File: config.mk
export PLATFORM = sky130hd
export DESIGN_NAME = regfile_wr_arbiter_flat
export DESIGN_NICKNAME = d
export VERILOG_FILES = /design/src/rtl/regfile_wr_if.sv /design/src/rtl/regfile_wr_arbiter.sv /design/src/flat_wrapper.sv
export SDC_FILE = /design/constraint.sdc
export NUM_CORES = 1
export LEC_CHECK = 0
export ABC_AREA = 0
export BUFFER_PORTS_ARGS = -buffer_cell sky130_fd_sc_hd__buf_4
export CORE_UTILIZATION = 51
export DETAILED_ROUTE_END_ITERATION = 10
export PLACE_DENSITY_LB_ADDON = 0.2
export SYNTH_ARGS = -nofsm -noshare
export SYNTH_HDL_FRONTEND = slang
export SYNTH_SLANG_ARGS = --single-unit
export TNS_END_PERCENT = 30
File: constraint.sdc
create_clock -name clk -period 3.1 [get_ports clk]
set_input_delay 0.155 -clock clk [delete_from_list [all_inputs] [get_ports clk]]
set_output_delay 0.155 -clock clk [all_outputs]
set_load 0.005 [all_outputs]
File: src/rtl/regfile_wr_if.sv
// Write-port bundle between the audio processing units, the arbiter and the register file.
// The master side drives requests; the slave side (the arbiter) returns grants and the file's write controls.
interface regfile_wr_if #(
  parameter int NUM_REQ = 4,
  parameter int ADDR_W  = 4,
  parameter int DATA_W  = 16
);
  logic [NUM_REQ-1:0]        req;
  logic [NUM_REQ*ADDR_W-1:0] req_addr;
  logic [NUM_REQ*DATA_W-1:0] req_data;
  logic                      clear;
  logic [NUM_REQ-1:0]        gnt;
  logic                      busy;
  logic [ADDR_W-1:0]         rf_addr_w;
  logic [DATA_W-1:0]         rf_data_w;
  logic                      rf_wr;

  modport master (
    output req, req_addr, req_data, clear,
    input  gnt, busy, rf_addr_w, rf_data_w, rf_wr
  );

  modport slave (
    input  req, req_addr, req_data, clear,
    output gnt, busy, rf_addr_w, rf_data_w, rf_wr
  );
endinterface

File: src/rtl/regfile_wr_arbiter.sv
// Round-robin arbiter for the audio register file write port, with a zeroing sweep
// after reset or on request. All outputs are registered one cycle after arbitration.
module regfile_wr_arbiter #(
  parameter int NUM_REQ = 4,
  parameter int ADDR_W  = 4,
  parameter int DATA_W  = 16
) (
  input  logic         clk,
  input  logic         rst,
  regfile_wr_if.slave  bus
);

  localparam int PTR_W = (NUM_REQ > 1) ? $clog2(NUM_REQ) : 1;
  localparam logic [ADDR_W-1:0] LAST_ADDR = {ADDR_W{1'b1}};

  typedef enum logic {CLEAR, ARB} state_t;

  state_t             state, state_nxt;
  logic [ADDR_W-1:0]  cnt, cnt_nxt;
  logic [PTR_W-1:0]   rr_ptr, rr_ptr_nxt;

  logic [NUM_REQ-1:0] elig;
  logic [PTR_W:0]     pick;
  int                 win;

  logic               vld_p0, vld_p1;
  logic [ADDR_W-1:0]  addr_p0, addr_p1;
  logic [DATA_W-1:0]  data_p0, data_p1;
  logic [NUM_REQ-1:0] gnt_p0, gnt_p1;
  logic               busy_p0, busy_p1;

  // Returns {found, index} of the first set bit at or above ptr, wrapping.
  function automatic logic [PTR_W:0] rr_pick(input logic [NUM_REQ-1:0] mask,
                                             input logic [PTR_W-1:0]   ptr);
    logic [PTR_W:0] res;
    int             idx;
    res = '0;
    for (int k = NUM_REQ - 1; k >= 0; k--) begin
      idx = (int'(ptr) + k) % NUM_REQ;
      if (mask[idx]) res = {1'b1, PTR_W'(idx)};
    end
    return res;
  endfunction

  // Stage p0: arbitration / sweep decision from current state and inputs
  always_comb begin
    state_nxt  = state;
    cnt_nxt    = cnt;
    rr_ptr_nxt = rr_ptr;
    vld_p0     = 1'b0;
    addr_p0    = addr_p1;
    data_p0    = data_p1;
    gnt_p0     = '0;
    busy_p0    = 1'b0;
    // The requester being acknowledged right now must not win again this cycle.
    elig       = bus.req & ~gnt_p1;
    pick       = rr_pick(elig, rr_ptr);
    win        = int'(pick[PTR_W-1:0]);

    unique case (state)
      CLEAR: begin
        busy_p0 = 1'b1;
        vld_p0  = 1'b1;
        data_p0 = '0;
        if (bus.clear) begin
          addr_p0 = '0;
          cnt_nxt = ADDR_W'(1);
        end else begin
          addr_p0 = cnt;
          if (cnt == LAST_ADDR) begin
            cnt_nxt   = '0;
            state_nxt = ARB;
          end else begin
            cnt_nxt = cnt + 1'b1;
          end
        end
      end
      ARB: begin
        if (bus.clear) begin
          state_nxt = CLEAR;
          cnt_nxt   = '0;
          busy_p0   = 1'b1;
        end else if (pick[PTR_W]) begin
          vld_p0      = 1'b1;
          addr_p0     = bus.req_addr[win*ADDR_W +: ADDR_W];
          data_p0     = bus.req_data[win*DATA_W +: DATA_W];
          gnt_p0[win] = 1'b1;
          rr_ptr_nxt  = PTR_W'((win + 1) % NUM_REQ);
        end
      end
    endcase
  end

  // Stage p1: registered outputs and FSM state
  always_ff @(posedge clk) begin
    if (!rst) begin
      state   <= CLEAR;
      cnt     <= '0;
      rr_ptr  <= '0;
      vld_p1  <= 1'b0;
      addr_p1 <= '0;
      data_p1 <= '0;
      gnt_p1  <= '0;
      busy_p1 <= 1'b1;
    end else begin
      state   <= state_nxt;
      cnt     <= cnt_nxt;
      rr_ptr  <= rr_ptr_nxt;
      vld_p1  <= vld_p0;
      addr_p1 <= addr_p0;
      data_p1 <= data_p0;
      gnt_p1  <= gnt_p0;
      busy_p1 <= busy_p0;
    end
  end

  assign bus.rf_wr     = vld_p1;
  assign bus.rf_addr_w = addr_p1;
  assign bus.rf_data_w = data_p1;
  assign bus.gnt       = gnt_p1;
  assign bus.busy      = busy_p1;

endmodule

File: src/flat_wrapper.sv
// flat-port wrapper written by rule: the top's interface ports become plain ports
module regfile_wr_arbiter_flat 
#(
  parameter int NUM_REQ = 4,
  parameter int ADDR_W  = 4,
  parameter int DATA_W  = 16
)
  (clk, rst, bus_req, bus_req_addr, bus_req_data, bus_clear, bus_gnt, bus_busy, bus_rf_addr_w, bus_rf_data_w, bus_rf_wr);
  regfile_wr_if #(.NUM_REQ(NUM_REQ), .ADDR_W(ADDR_W), .DATA_W(DATA_W)) bus_i ();
  input  logic clk;
  input  logic rst;
  input wire logic [$bits(bus_i.req)-1:0] bus_req;
  input wire logic [$bits(bus_i.req_addr)-1:0] bus_req_addr;
  input wire logic [$bits(bus_i.req_data)-1:0] bus_req_data;
  input wire logic [$bits(bus_i.clear)-1:0] bus_clear;
  output wire logic [$bits(bus_i.gnt)-1:0] bus_gnt;
  output wire logic [$bits(bus_i.busy)-1:0] bus_busy;
  output wire logic [$bits(bus_i.rf_addr_w)-1:0] bus_rf_addr_w;
  output wire logic [$bits(bus_i.rf_data_w)-1:0] bus_rf_data_w;
  output wire logic [$bits(bus_i.rf_wr)-1:0] bus_rf_wr;
  assign bus_i.req = bus_req;
  assign bus_i.req_addr = bus_req_addr;
  assign bus_i.req_data = bus_req_data;
  assign bus_i.clear = bus_clear;
  assign bus_gnt = bus_i.gnt;
  assign bus_busy = bus_i.busy;
  assign bus_rf_addr_w = bus_i.rf_addr_w;
  assign bus_rf_data_w = bus_i.rf_data_w;
  assign bus_rf_wr = bus_i.rf_wr;
  regfile_wr_arbiter #(.NUM_REQ(NUM_REQ), .ADDR_W(ADDR_W), .DATA_W(DATA_W)) u_core (.clk(clk), .rst(rst), .bus(bus_i));
endmodule
Word-level counts from Yosys, hierarchy flattened. Index checks and enable logic that the tools add are counted. Widths: inputs -> output; s select.

Register bits after elaboration: 33. Word-level logic and storage cells: 76. Input port bits: 87. Output and inout bits: 26.

Bitwise gates (word level): 9. Equality and inequality tests: 3. Shift operators: 2. Reduce and logical (&&, ||, !) cells: 7. $lt $le $gt $ge: 6. Muxes and demuxes: 36. $add $sub $neg: 5.

Operator list (count): $shiftx 64x7->16 (1); $mux 16 (2); $pmux 16 s2 (1); $mux 4 (5); $pmux 4 s2 (2); $shiftx 16x5->4 (1); $mux 1 (14); $lt 3x4->1 const B (3); $mux 3 (4); $bmux 1 s2 (4); $lt 2x3->1 const B (2); $pmux 1 s2 (3); $reduce_or 2->1 (3); $add 2x1->2 const B (2); $add 2x2->2 const B (2); $add 4x1->4 const B (1); $and 4x4->4 (1); $eq 4x4->1 const B (1); $ne 2x2->1 const B (2); $not 1->1 (4); $not 4->4 (1); $reduce_or 4->1 (1); $and 1x1->1 const A (3); $reduce_and 3->1 (1); 4 further kinds (4).

Longest topological paths before layout.
Depth after elaboration: 14. Depth in mapped cells: 8. Mapped depth without buffers: 7.

Worst setup path after synthesis. No wires, ideal clock.

Kind: reg-to-reg. Start point: reg u_core.gnt_p1[3], in the netlist u_core.bus.gnt[3]. End point: reg u_core.rr_ptr[1]. Cell stages (with the launch flop): 8. Slack: 1.343 ns. Data required time: 2.980 ns. Arrival: 1.637 ns. Cell sequence: dfxtp_1 -> nor2b_4 -> or3b_1 -> and3_4 -> buf_4 -> ha_1 -> mux2i_1 -> nor2_1.

Longest elaborated chain between the ends: 10. Elaborated cells between the ends (all ways): 19. Those cells by class: add/sub (1); mux (15); bitwise (2); reduce/logical (1).

Ends and longest elaborated chain: start: declaration (RTL line regfile_wr_arbiter.sv:29) `logic [NUM_REQ-1:0] gnt_p0, gnt_p1;`; start signal: assignment (RTL line regfile_wr_arbiter.sv:112) `gnt_p1 <= gnt_p0;`; $not 4->4 * (RTL line regfile_wr_arbiter.sv:56) `elig = bus.req & ~gnt_p1;`; $and 4x4->4 * (RTL line regfile_wr_arbiter.sv:56); $bmux 1 s2 (RTL line regfile_wr_arbiter.sv:40) `if (mask[idx]) res = {1'b1, PTR_W'(idx)};`; $mux 1 (not written as such) (2 in series) (RTL line regfile_wr_arbiter.sv:40); $mux 3 (3 in series) (RTL line regfile_wr_arbiter.sv:40); $mux 3 * (RTL line regfile_wr_arbiter.sv:40); $add 2x1->2 or $reduce_and 3->1 (tied branches); end signal: assignment (RTL line regfile_wr_arbiter.sv:108) `rr_ptr <= rr_ptr_nxt;`; end: declaration (RTL line regfile_wr_arbiter.sv:20) `logic [PTR_W-1:0] rr_ptr, rr_ptr_nxt;`.

Mark *: on every way between the ends. The rest lies on a longest branch, timed or not. The select of a mux whose other input is x is not followed. A chain may end at the register's enable or synchronous reset.

Worst setup path in the final report.
Start point: reg u_core.gnt_p1[3], in the netlist u_core.bus.gnt[3]. End point: reg u_core.addr_p1[0], in the netlist u_core.bus.rf_addr_w[0].

Longest elaborated chain between the ends: 13. Elaborated cells between the ends (all ways): 23. Those cells by class: eq/ne (1); shift (1); mux (18); bitwise (2); reduce/logical (1).

Ends and longest elaborated chain: $not 4->4 * (RTL line regfile_wr_arbiter.sv:56); $and 4x4->4 * (RTL line regfile_wr_arbiter.sv:56); $bmux 1 s2 (RTL line regfile_wr_arbiter.sv:40); $mux 1 (not written as such) (2 in series) (RTL line regfile_wr_arbiter.sv:40); $mux 3 (3 in series) (RTL line regfile_wr_arbiter.sv:40); $mux 3 * (RTL line regfile_wr_arbiter.sv:40); $shiftx 16x5->4 (RTL line regfile_wr_arbiter.sv:85) `addr_p0 = bus.req_addr[win*ADDR_W +: ADDR_W];`; $mux 4 (RTL line regfile_wr_arbiter.sv:83) `end else if (pick[PTR_W]) begin`; $mux 4 (RTL line regfile_wr_arbiter.sv:79) `if (bus.clear) begin`; $pmux 4 s2 (RTL line regfile_wr_arbiter.sv:60) `unique case (state)`; end signal: assignment (RTL line regfile_wr_arbiter.sv:110) `addr_p1 <= addr_p0;`; end: declaration (RTL line regfile_wr_arbiter.sv:27) `logic [ADDR_W-1:0] addr_p0, addr_p1;`.

Marked as above.

==> results by group <==
Worst setup path
  • Slowest-stage cell, CP: and3_4
  • Worst path cell trace: nand2b_1 > o21ai_0 > and3_4 > clkinv_4 > a211oi_1 > o32ai_1
  • Crit path largest cell delay: 470 ps
  • Crit Path Max Fanout: 23
  • Reg2Reg Setup Slack: 1120 ps
  • Critical path endpoint category: register
  • Critical path class: reg2reg
  • CP required: 3260 ps
  • Startpoint types: register
  • Arr. time, crit path: 2150 ps

Placed design
  • DP Wirelength: 4.78 mm
  • PortBufs: around 110
  • Placer Congestion: ~0.84
  • Post-DP Area: 3170 um^2

Synth
  • Most common cell in the synthesized netlist: a211oi_1
  • Sequential area share after synthesis: roughly 28%
  • Top cells by count, synth: a211oi_1 (65), inv_1 (44), dfxtp_1 (33)
  • Mean Syn Cell Area: 8.40 um^2
  • Synth Instances: 282
  • Synthesized net count: 374
  • Post-synth ARST share: 0%
  • Largest cells by area after synthesis: dfxtp_1 (28%), a211oi_1 (21%), inv_1 (7.0%)
  • Largest family of logic cells by synthesized area: compound AO/OA/AOI/OAI gates
  • Mux share of post-synthesis cell area: less than 1%
  • Simple-Gate Fraction of Synth Area: approximately 11%
  • Post-Synth Adder-Cell Area: 2.64%
  • Post-synth top area share: 27.9%
  • Most common flop cell mapped by yosys: dfxtp_1
  • Post-Synth XOR/XNOR Area: less than 1%
  • Distinct cells, synth: just under 50
  • Post-synth EDFFs: 0
  • Ys Warns: 0
  • Cell taking the most area after synthesis: dfxtp_1
  • Complex-gate fraction of the synthesized area: 43.7%
  • Post-Syn Area: 2370 um^2
  • Synthesized flop and latch total: 33

Floorplanning
  • Die Span Y: between 70 and 80 um
  • Io pins: 113
  • Initial Utilization: a little over half
  • Die width: 70.2 um
  • Die area: 4920 um^2
  • Cell Rows: 24
  • Core area: 4410 um^2

Timing
  • Fin crit period: ~2000 ps
  • Tightest Pin Transition: 798 ps
  • Endpoints failing hold: 0
  • Unrepaired setup endpoints after global routing: false
  • TNS Setup: 0 ps
  • Final Setup Violations: 0
  • Worst hold margin: 99.3 ps
  • Final Cycle Share: 64.0%
  • Clock skew: 3.60 ps
  • Slew HR: 46.7%
  • Max-slew violations: 0
  • Fmax: 504 MHz

CTS
  • CTS tree: yes
  • Root Driver: clkbuf_8
  • Resized cells post-CTS: 0
  • Hold_buf cts: 0
  • Setup bufs post-CTS: 0
  • CTS Buf Count: 5
  • Clock Sinks: 33
  • Reg clk slew, reported paths: ~70 ps
  • Htree depth: 2
  • Clk buf depth: 2
  • Skew-Pair Late Insertion Delay: approximately 290 ps

Worst hold path
  • Min-Delay Path Class: in2reg

Layout
  • Area Overhead vs Synth: 37.2%
  • Final Cell Area: 3250 um^2
  • Fillcell total: 347
  • Nets: between 400 and 500
  • N_diodes: 0
  • Utilization after layout: 73.6%
  • Layout cells sized above 1: a little over 40%

Global routing
  • Global-route wire length before repair: approximately 11 mm
  • GR Util All Layers: 28.8%
  • Initial antenna violation count: 0
  • Largest net degree at the start of global routing: 42
  • Vias in the first global route: 2463
  • Grt ovf: 0

Drt
  • # DRC: 0
  • Avg Vias per Cell: 5.84
  • Post-Route WL: 6.83 mm
  • Vias: 2528
  • Final ANT Viol Nets: 0
  • Initial DRC Count: 315
  • Routed wire per std cell: approximately 16 um
  • 1st-pass router iterations: 4

Flow run
  • Max-cap violations: 0

Pwr
  • Pwr Density: roughly 300 nW/um^2
  • Worst VDD drop: about 0.00022 V
  • Leakage power: ~1.4 nW

Status
  • Status: finished clean
==> power by group <==
group          leakage, nW  switching, mW  internal (mW)  total (mW)
Combinational         1.13          0.110          0.119       0.229
Sequential           0.267        0.00343          0.427       0.430
Clock               0.0450          0.167          0.156       0.323
==> flip-flops by register name, indices dropped and copies added, names as in the netlist <==
register	flops
u_core.bus.rf_data_w	16
u_core.bus.rf_wr	1
u_core.bus.busy	1
u_core.rr_ptr	2
u_core.cnt	4
u_core.bus.gnt	4
u_core.bus.rf_addr_w	4
u_core.state	1
==> cells by family (layout without fill, tap and decap cells) <==
group,after synthesis,count (layout)
simple gates,49,49
compound gates,121,121
xor+xnor,1,1
flops,33,33
mux,2,2
buf+inv,71,170
fa+ha+maj,5,5
==> through the flow <==
stage	cells	power (mW)	setup slack, ps
floorplan	282	0.563	1340
global placement	425	0.665	1230
detailed placement	425	0.668	1150
CTS	433	0.983	1130
global route	433	1.03	956
finish	433	0.983	1120
==> layout by cell type (no fill, tap or decap), types with 2 or more instances in the layout <==
cell	n
a211oi_1	65
a211oi_2	11
a21oi_1	5
a31oi_1	2
a32oi_1	4
buf_4	116
clkbuf_8	5
clkinv_2	2
dfxtp_1	33
ha_1	5
inv_1	44
mux2i_1	2
nand2_1	17
nand2b_1	7
nor2_1	9
nor2b_1	3
o21ai_0	3
o21ai_2	2
o31ai_1	8
o31ai_2	9
o32ai_1	2
==> path summary, 6_finish.rpt <==
| path | start | to | cells past startpoint |
|---|---|---|---|
| max reg2reg | u_core.bus.gnt[3]$_SDFF_PP0_ | u_core.bus.rf_addr_w[0]$_SDFFE_PN0P_ | 6 |
| min | rst | u_core.bus.busy$_SDFF_PN1_ | 2 |
| max | u_core.bus.gnt[3]$_SDFF_PP0_ | u_core.bus.rf_addr_w[0]$_SDFFE_PN0P_ | 6 |
| min reg2reg | u_core.bus.rf_data_w[13]$_SDFFE_PN0P_ | u_core.bus.rf_data_w[13]$_SDFFE_PN0P_ | 2 |
==> layer usage <==
layer / wire length [um] / global-route usage, %
met5: 0 / 0
met4: 154 / 9.56
met3: 557 / 6.93
met2: 3410 / 49.1
met1: 2710 / 35.3
==> final cells by class <==
type	instances	area (um^2)	share of cell area (%)
clock buffer	6	72.6	2.23
clock inverter	2	10.0	0.308
inverter	46	178	5.47
multi-input combinational	178	1390	42.9
sequential	33	661	20.3
tap	52	65.1	2.00
timing repair buffer	116	871	26.8
==> worst max-delay path: cells and delay by family (launching register included) <==
family                 cells  cell delay, ps
AO/OA/AOI/OAI              3             580
buffers and inverters      1             270
AND/OR/NAND/NOR            2             650
flip-flops                 1             340
No activity file was read; power rests on OpenSTA's default activity.
